--- src/rtl/enc4_pkg.sv ---
// Shared definitions for the function-4 cipher path (encrypt and decrypt ends).
// Widths, LFSR taps, packet layout and the mask4 keystream expansion.
package enc4_pkg;

  localparam int unsigned PT_W  = 60;
  localparam int unsigned KEY_W = 11;
  localparam int unsigned SUM_W = 61;
  localparam int unsigned TAG_W = 6;
  localparam int unsigned PKT_W = 78;

  // x^11 + x^9 + 1 : feedback from bits 10 and 8
  localparam int unsigned LFSR_TAP_HI = 10;
  localparam int unsigned LFSR_TAP_LO = 8;

  typedef logic [KEY_W-1:0] key_t;

  typedef struct packed {
    key_t             key;
    logic [SUM_W-1:0] sum;
    logic [TAG_W-1:0] tag;
  } pkt_t;

  function automatic logic [PT_W-1:0] mask4(input key_t k);
    return {k[4:0], ~k, k, ~k, ~k, k};
  endfunction

  function automatic key_t lfsr_next(input key_t r);
    return {r[KEY_W-2:0], r[LFSR_TAP_HI] ^ r[LFSR_TAP_LO]};
  endfunction

  function automatic key_t lfsr_coerce(input key_t v);
    return (v == '0) ? key_t'(1) : v;
  endfunction

endpackage

--- src/rtl/enc4_lfsr.sv ---
// 11-bit keystream LFSR: steps on i_step, reloads on i_load (load wins),
// zero seeds are coerced to 1 so the all-zero lock-up state is unreachable.
module enc4_lfsr
  import enc4_pkg::*;
#(
  parameter key_t SEED = 11'h001
) (
  input  logic Clk,
  input  logic Rst_n,
  input  logic i_step,
  input  logic i_load,
  input  key_t i_load_value,
  output key_t o_key
);

  localparam key_t SEED_C = lfsr_coerce(SEED);

  key_t r_key;

  always_ff @(posedge Clk or negedge Rst_n) begin
    if (!Rst_n) begin
      r_key <= SEED_C;
    end else if (i_load) begin
      r_key <= lfsr_coerce(i_load_value);
    end else if (i_step) begin
      r_key <= lfsr_next(r_key);
    end
  end

  assign o_key = r_key;

endmodule

--- src/rtl/encrypt_function_4_stream.sv ---
// Two-stage streaming encryptor for cipher function 4: y = x + mask4(key).
// Optional runtime reseed ports when ENC4_SEED_LOAD_EN is defined.
module encrypt_function_4_stream
  import enc4_pkg::*;
#(
  parameter logic [10:0] SEED    = 11'h001,
  parameter logic [5:0]  FUNC_ID = 6'h04
) (
  input  logic        Clk,
  input  logic        Rst_n,
  input  logic        in_valid,
  output logic        in_ready,
  input  logic [59:0] in_data,
  output logic        out_valid,
  input  logic        out_ready,
  output logic [77:0] out_data
`ifdef ENC4_SEED_LOAD_EN
  ,
  input  logic        seed_load,
  input  logic [10:0] seed_value
`endif
);

  logic             w_seed_load;
  key_t             w_seed_value;
  key_t             w_key;
  logic             w_s2_load;
  logic             w_in_ready;
  logic             w_accept;
  logic [SUM_W-1:0] w_sum;

  logic             r_s1_valid;
  logic [PT_W-1:0]  r_s1_x;
  key_t             r_s1_key;
  logic             r_s2_valid;
  pkt_t             r_s2_pkt;

`ifdef ENC4_SEED_LOAD_EN
  assign w_seed_load  = seed_load;
  assign w_seed_value = seed_value;
`else
  assign w_seed_load  = 1'b0;
  assign w_seed_value = '0;
`endif

  assign w_s2_load  = !r_s2_valid || out_ready;
  assign w_in_ready = !r_s1_valid || w_s2_load;
  assign w_accept   = in_valid && w_in_ready;

  enc4_lfsr #(
    .SEED(SEED)
  ) u_lfsr (
    .Clk         (Clk),
    .Rst_n       (Rst_n),
    .i_step      (w_accept),
    .i_load      (w_seed_load),
    .i_load_value(w_seed_value),
    .o_key       (w_key)
  );

  // Mask is consumed only by the adder, so it is folded into the S2 sum register.
  assign w_sum = {1'b0, r_s1_x} + {1'b0, mask4(r_s1_key)};

  always_ff @(posedge Clk or negedge Rst_n) begin
    if (!Rst_n) begin
      r_s1_valid <= 1'b0;
      r_s1_x     <= '0;
      r_s1_key   <= '0;
      r_s2_valid <= 1'b0;
      r_s2_pkt   <= '0;
    end else begin
      if (w_s2_load) begin
        r_s2_valid <= r_s1_valid;
        if (r_s1_valid) begin
          r_s2_pkt <= '{key: r_s1_key, sum: w_sum, tag: FUNC_ID};
        end
      end
      if (w_in_ready) begin
        r_s1_valid <= in_valid;
        if (in_valid) begin
          r_s1_x   <= in_data;
          r_s1_key <= w_key;
        end
      end
    end
  end

  assign in_ready  = w_in_ready;
  assign out_valid = r_s2_valid;
  assign out_data  = r_s2_pkt;

endmodule

--- config.mk ---
export PLATFORM = sky130hd
export DESIGN_NAME = encrypt_function_4_stream
export DESIGN_NICKNAME = d
export VERILOG_FILES = /design/src/rtl/enc4_pkg.sv /design/src/rtl/enc4_lfsr.sv /design/src/rtl/encrypt_function_4_stream.sv
export SDC_FILE = /design/constraint.sdc
export NUM_CORES = 1
export LEC_CHECK = 0
export ABC_AREA = 1
export BUFFER_PORTS_ARGS = -buffer_cell sky130_fd_sc_hd__buf_4
export CAP_MARGIN = 20
export CORE_MARGIN = 2
export CORE_UTILIZATION = 64
export CTS_CLUSTER_SIZE = 14
export DETAILED_ROUTE_END_ITERATION = 8
export PLACE_DENSITY = 0.91
export SLEW_MARGIN = 5
export SYNTH_ARGS = -nofsm -noshare
export SYNTH_HDL_FRONTEND = slang
export SYNTH_HIERARCHICAL = 1
export SYNTH_SLANG_ARGS = --single-unit
--- constraint.sdc ---
create_clock -name Clk -period 4.5 [get_ports Clk]
set_input_delay 0.9 -clock Clk [delete_from_list [all_inputs] [get_ports Clk]]
set_output_delay 0.9 -clock Clk [all_outputs]
set_load 0.005 [all_outputs]
==> impl_metrics.py, run 1 <==
metrics = {
    "die": {
        "die_area_sq_um": 18800,
        "ioPinCount": 144,
        "rows": 48,
        "die_w_microns": 137,
        "die_h_microns": 137,
        "start_util": 0.656,
        "coreArea_sq_um": 17300,
    },
    "cts": {
        "cts_resized": 0,
        "tritoncts": "yes",
        "hold_buffers": 0,
        "clk_latency_ps": 430,
        "cts_setup_buffers": 0,
        "cts.path.max_buffers": 2,
        "cts_root_buf": "clkbuf_16",
        "clkTransAtPathRegs_ps": 70,
        "cts_buffers": 17,
        "cts_max_level": 4,
        "cts_sinks": 157,
    },
    "grt": {
        "grt_max_degree": 109,
        "overflow": 0,
        "gr-usage-met1": 0.582,
        "antenna_found_initial": 0,
        "grt_util_met3": 0.0741,
        "busiest_layer": "met2",
        "gr-usage-met2": 0.593,
        "grt_pass1_wl_mm": 57.4,
        "grt_pass1_vias": 11000,
        "grt_usage": 0.406,
    },
    "synthesis": {
        "avgSynthCellArea_sq_um": 6.35,
        "yosysSeqAreaShare": 0.346,
        "syn-cell-area_sq_um": 11300,
        "ys_ff_latch": 157,
        "yosysWarnings": 6,
        "yosysUniqueCellTypes": 42,
        "synth_edf_count": 0,
        "netlist_instances": 1787,
        "async_reset_ff_frac": 1.00,
        "ys.flop_type": "dfrtp_1",
    },
    "timing": {
        "fmax_mhz": 364,
        "worst_slack_ps": 1750,
        "fin_tns_setup_ps": 0,
        "timing.final.crit_share": 0.611,
        "slew_viol_final": 0,
        "fin_crit_ps": 2750,
        "rsz0062_at_grt": "false",
        "fin_worst_skew_ps": 13.0,
        "tightest_slew_ps": 1150,
        "final_hold_viol_count": 0,
        "setup_violations": 0,
        "relSlewSlack": 0.232,
    },
    "status": {
        "outcome": "completed",
    },
    "placement": {
        "dp_hpwl_mm": 29.6,
        "globalplace.congestion": 1.06,
        "portBuffers": 138,
        "pre_cts_slack_ps": 1450,
        "placed_area_sq_um": 12700,
    },
    "power": {
        "ir_drop_uv": 314,
        "total_power_mw": 7.12,
        "p_per_area_nw_per_um2": 537,
        "power_leakage_nw": 7.73,
    },
    "worst_setup_path": {
        "worstSetupEndpointType": "register",
        "crit_fanout": 5,
        "required_ps": 4780,
        "cp_cell_sequence": "inv_1 > ha_1 > nand2_1 > nor2_2 > inv_1 > nor2_1 > a21oi_1 > nand2_1 > xnor2_1 > o21ai_1",
        "r2r_setup_slack_ps": 1750,
        "slowest_stage": "dfrtp_1",
        "start_kind": "register",
        "critPathKind": "register to register",
        "worst-endpoint-arrival_ps": 3030,
        "crit_path_max_incr_delay_ps": 520,
    },
    "routing": {
        "num_vias": 12100,
        "first_iter_violations": 1414,
        "postRouteAntennaNets": 0,
        "wl_per_cell_microns": 17.1,
        "routed_wl_mm": 37.2,
        "firstDrtPassIters": 7,
        "drc_errors": 0,
        "routed_via_density": 5.55,
    },
    "final_layout": {
        "antenna_cells": 0,
        "area_growth_pct": 16.9,
        "drive_gt1_frac": 0.122,
        "stdcell_area_sq_um": 13300,
        "nets": 2066,
        "fin_util": 0.767,
    },
    "worst_hold_path": {
        "holdCritPathClass": "register to register",
    },
    "run": {
        "maxCapViolations": 0,
    },
}
[synth_stat cells, types with 2 or more instances]
library cell	number	area [sq um]
nor2_1	105	394
o21ai_1	16	80.1
dfrtp_1	156	3900
clkbuf_1	18	67.6
buf_2	9	45.0
ha_1	60	751
nand3_1	85	425
nor3_1	4	20.0
o21ai_0	47	235
clkinv_1	2	7.51
or2_1	2	12.5
nand2_2	9	56.3
a22oi_1	3	22.5
o22ai_1	2	12.5
nand3_2	2	20.0
nor2_4	4	45.0
xnor2_1	24	210
inv_1	270	1010
a21boi_1	2	15.0
nor3_4	2	32.5
a21oi_1	52	260
nand3b_1	8	60.1
and2_1	6	37.5
or2_2	2	12.5
o21bai_1	8	60.1
buf_1	3	11.3
nor3_2	6	60.1
nor2_2	19	119
buf_4	5	37.5
inv_2	15	56.3
nand4_1	12	75.1
nand2_1	819	3070
[cell families (layout without fill, tap and decap cells)]
group                      Yosys count  after routing  share of synthesized area
AOI/OAI and AO/OA                  135            135                     0.0641
xor gates and xnor gates            25             25                     0.0193
adders and majority gates           61             61                     0.0679
buffers and inverters              323            462                      0.110
DFF                                157            157                      0.346
other                                1             29                   0.000331
and+or+nand+nor                   1085           1085                      0.392
[per-stage QoR]
stage               hold slack (ps)  cells
floorplan                       446   1815
global placement                457   2147
detailed placement              468   2147
CTS                             486   2179
global route                    497   2179
finish                          483   2179
[metal layers]
metal / up-vias / wire length [microns]
li1: 5715 / -
met1: 5451 / 15500
met2: 783 / 15700
met3: 137 / 4210
met4: 0 / 1810
met5: - / 0
[critical path: cells and delay by family, from the launching register on]
family	cells	cell delay [ps]
buffers and inverters	2	320
XOR/XNOR	1	230
AND/OR/NAND/NOR	4	770
AO/OA/AOI/OAI	2	250
flip-flops	1	520
adder cells (fa/ha/maj)	1	490
[layout by cell type (no fill, tap or decap), drive strengths merged, types with 6 or more instances in the layout]
master | synthesis | final
buf | 18 | 143
nand3b | 8 | 8
inv | 285 | 290
o21bai | 9 | 9
conb | 1 | 29
xnor2 | 24 | 24
dfrtp | 156 | 156
a21oi | 52 | 52
clkinv | 2 | 8
nor2 | 128 | 128
nand3 | 87 | 87
nand4 | 12 | 12
ha | 60 | 60
nand2 | 828 | 828
and2 | 6 | 6
nor3 | 12 | 12
o21ai | 63 | 63
clkbuf | 18 | 19
[report_power, final]
| part | internal [mW] | leakage [nW] | switching, mW | total (mW) |
|---|---|---|---|---|
| combinational | 1.31 | 5.53 | 2.19 | 3.49 |
| sequential | 1.82 | 1.91 | 0.337 | 2.16 |
| clock | 0.771 | 0.287 | 0.695 | 1.47 |
| total | 3.90 | 7.73 | 3.22 | 7.12 |
[worst paths after layout]
kind	from	to	cells past startpoint
max reg2reg	r_s1_key[9]	out_data[31]	10
min reg2reg	out_data[53]	out_data[53]	2
max	r_s1_key[9]	out_data[31]	10
min	out_data[53]	out_data[53]	2
max in group asynchronous	Rst_n	out_data[49]	2
min in group asynchronous	Rst_n	out_data[13]	1
[final cells by class]
type                            instances  area (sq um)
Tap cell                              225           282
Clock buffer                           19           453
Sequential cell                       157          3930
Inverter                              287          1080
Multi-Input combinational cell       1335          6280
Clock inverter                         13           149
Timing Repair Buffer                  143          1090
Fill cell                            1389          4040
[registers in the layout (all words and copies together), names as in the netlist]
name          count
u_lfsr/o_key     11
r_s1_x           60
r_s1_key         11
out_data         73
out_valid         1
r_s1_valid        1
(Power assumes the default switching activity.)
==> run 2, diff against run 1 <==
- CORE_UTILIZATION: 64 -> 60
- PLACE_DENSITY: 0.91 -> 0.86
- clock period: 4.5 -> 2.82 ns (I/O delays scaled with it)
==> impl_metrics.py, run 2 (same netlist as run 1, synthesis figures left out) <==
metrics = {
    "grt": {
        "overflow": 0,
        "grt_pass1_wl_mm": 58.9,
        "grt_pass1_vias": 10900,
        "grt_max_degree": 107,
        "grt_usage": 0.389,
        "antenna_found_initial": 0,
    },
    "timing": {
        "tightest_slew_ps": 707,
        "fin_crit_ps": 2640,
        "rsz0062_at_grt": "false",
        "relSlewSlack": 0.529,
        "final_hold_viol_count": 0,
        "slew_viol_final": 0,
        "timing.final.crit_share": 0.936,
        "worst_slack_ps": 181,
        "fin_worst_skew_ps": 17.9,
        "setup_violations": 0,
        "fin_tns_setup_ps": 0,
        "fmax_mhz": 379,
    },
    "placement": {
        "pre_cts_slack_ps": 296,
        "portBuffers": 138,
        "dp_hpwl_mm": 30.3,
        "globalplace.congestion": 1.05,
    },
    "cts": {
        "cts_root_buf": "clkbuf_16",
        "clk_latency_ps": 450,
        "cts.path.max_buffers": 2,
        "cts_resized": 0,
        "cts_sinks": 157,
        "cts_max_level": 4,
        "hold_buffers": 0,
        "cts_setup_buffers": 0,
        "tritoncts": "yes",
        "cts_buffers": 17,
        "clkTransAtPathRegs_ps": 80,
    },
    "die": {
        "coreArea_sq_um": 18600,
        "start_util": 0.609,
        "rows": 50,
        "die_h_microns": 142,
        "die_area_sq_um": 20000,
        "ioPinCount": 144,
        "die_w_microns": 142,
    },
    "worst_setup_path": {
        "required_ps": 3150,
        "crit_fanout": 5,
        "timing.rr.end": "out_data[36]",
        "critPathKind": "register to register",
        "start_kind": "register",
        "r2r_start": "r_s1_key[5]",
        "rr_worst_depth": 10,
        "worst-endpoint-arrival_ps": 2970,
        "r2r_setup_slack_ps": 180,
        "worstSetupEndpointType": "register",
    },
    "final_layout": {
        "final_common_cell": "nand2_1",
        "drive_gt1_frac": 0.129,
        "final_cell_mix": "nand2_1 (817), inv_1 (269), dfrtp_1 (156)",
        "antenna_cells": 0,
        "area_growth_pct": 18.6,
        "largest_reg_flops": 73,
        "nFillCells": 1605,
        "nets": 2082,
    },
    "routing": {
        "wl_per_cell_microns": 17.3,
        "routed_via_density": 5.38,
        "postRouteAntennaNets": 0,
        "firstDrtPassIters": 6,
        "routed_wl_mm": 38.1,
        "first_iter_violations": 1222,
        "num_vias": 11900,
        "drc_errors": 0,
    },
    "power": {
        "power_frac_comb": 0.494,
        "p_per_area_nw_per_um2": 863,
        "power_leakage_nw": 7.83,
        "p_int_mw": 6.30,
        "power.switching_mw": 5.31,
        "pwr-share-clk": 0.213,
        "ir_drop_uv": 586,
        "pwr-share-seq": 0.293,
        "p_sw_frac": 0.457,
    },
    "status": {
        "outcome": "completed",
    },
    "run": {
        "maxCapViolations": 0,
    },
    "worst_hold_path": {
        "holdCritPathClass": "primary input to asynchronous set/reset pin",
    },
}
-- run 2: cell count changes in the layout (fill, tap and decap cells not counted), sizes merged --
cell,previous run,this run
inv,290,292
buf,143,159
clkinvlp,2,0
clkinv,8,10
clkbuf,19,17
-- run 2: layout make-up --
cell class,count,area (sq um),share of cell area
Multi-Input combinational cell,1335,6280,0.467
Clock inverter,15,209,0.0155
Inverter,287,1080,0.0801
Clock buffer,17,425,0.0316
Sequential cell,157,3930,0.292
Timing Repair Buffer,159,1230,0.0918
Tap cell,234,293,0.0218
-- run 2: layer usage --
layer | routed length [microns] | vias up | track usage
li1 | - | 5755 | -
met5 | 0 | - | 0
met1 | 16300 | 5360 | 0.554
met2 | 16000 | 636 | 0.577
met3 | 4300 | 102 | 0.0931
met4 | 1430 | 0 | 0.148
-- run 2: how the worst max path moves through the flow --
stage / start / to / slack (ps)
after floorplan: r_s1_key[0] / out_data[62] / 900
after global placement: r_s1_key[5] / out_data[36] / 270
after detailed placement: r_s1_key[5] / out_data[63] / 300
after CTS: r_s1_key[5] / out_data[36] / 260
after global routing: r_s1_key[5] / out_data[36] / 60
final: r_s1_key[5] / out_data[36] / 180
-- run 2: power by group through the flow --
| stage | registers (mW) | clock network (mW) | logic (mW) |
|---|---|---|---|
| floorplan | 3.33 | 0 | 3.30 |
| global placement | 3.40 | 0 | 5.46 |
| detailed placement | 3.42 | 0 | 5.56 |
| CTS | 3.39 | 2.46 | 5.59 |
| global route | 3.47 | 2.54 | 6.31 |
| finish | 3.40 | 2.47 | 5.73 |
-- run 2: stage by stage --
step | total power, mW | instance area (sq um) | instances | util | hold slack [ps]
final | 11.6 | 13400 | 2204 | 0.721 | 149
after global routing | 12.3 | 13400 | 2204 | 0.721 | 210
after CTS | 11.4 | 13400 | 2204 | 0.721 | 173
after detailed placement | 8.97 | 12800 | 2172 | 0.687 | 460
after global placement | 8.86 | 12800 | 2172 | 0.687 | 455
after floorplan | 6.63 | 11400 | 1815 | - | 268
-- run 2: critical path: stages, from the launching register on --
cell,delay (ps)
dfrtp_1,480
inv_1,230
ha_1,420
nand2_1,190
nor2_1,200
nand2_1,160
nor2_1,240
a21boi_1,280
o21ai_0,110
nand3_1,140
nand2_1,60
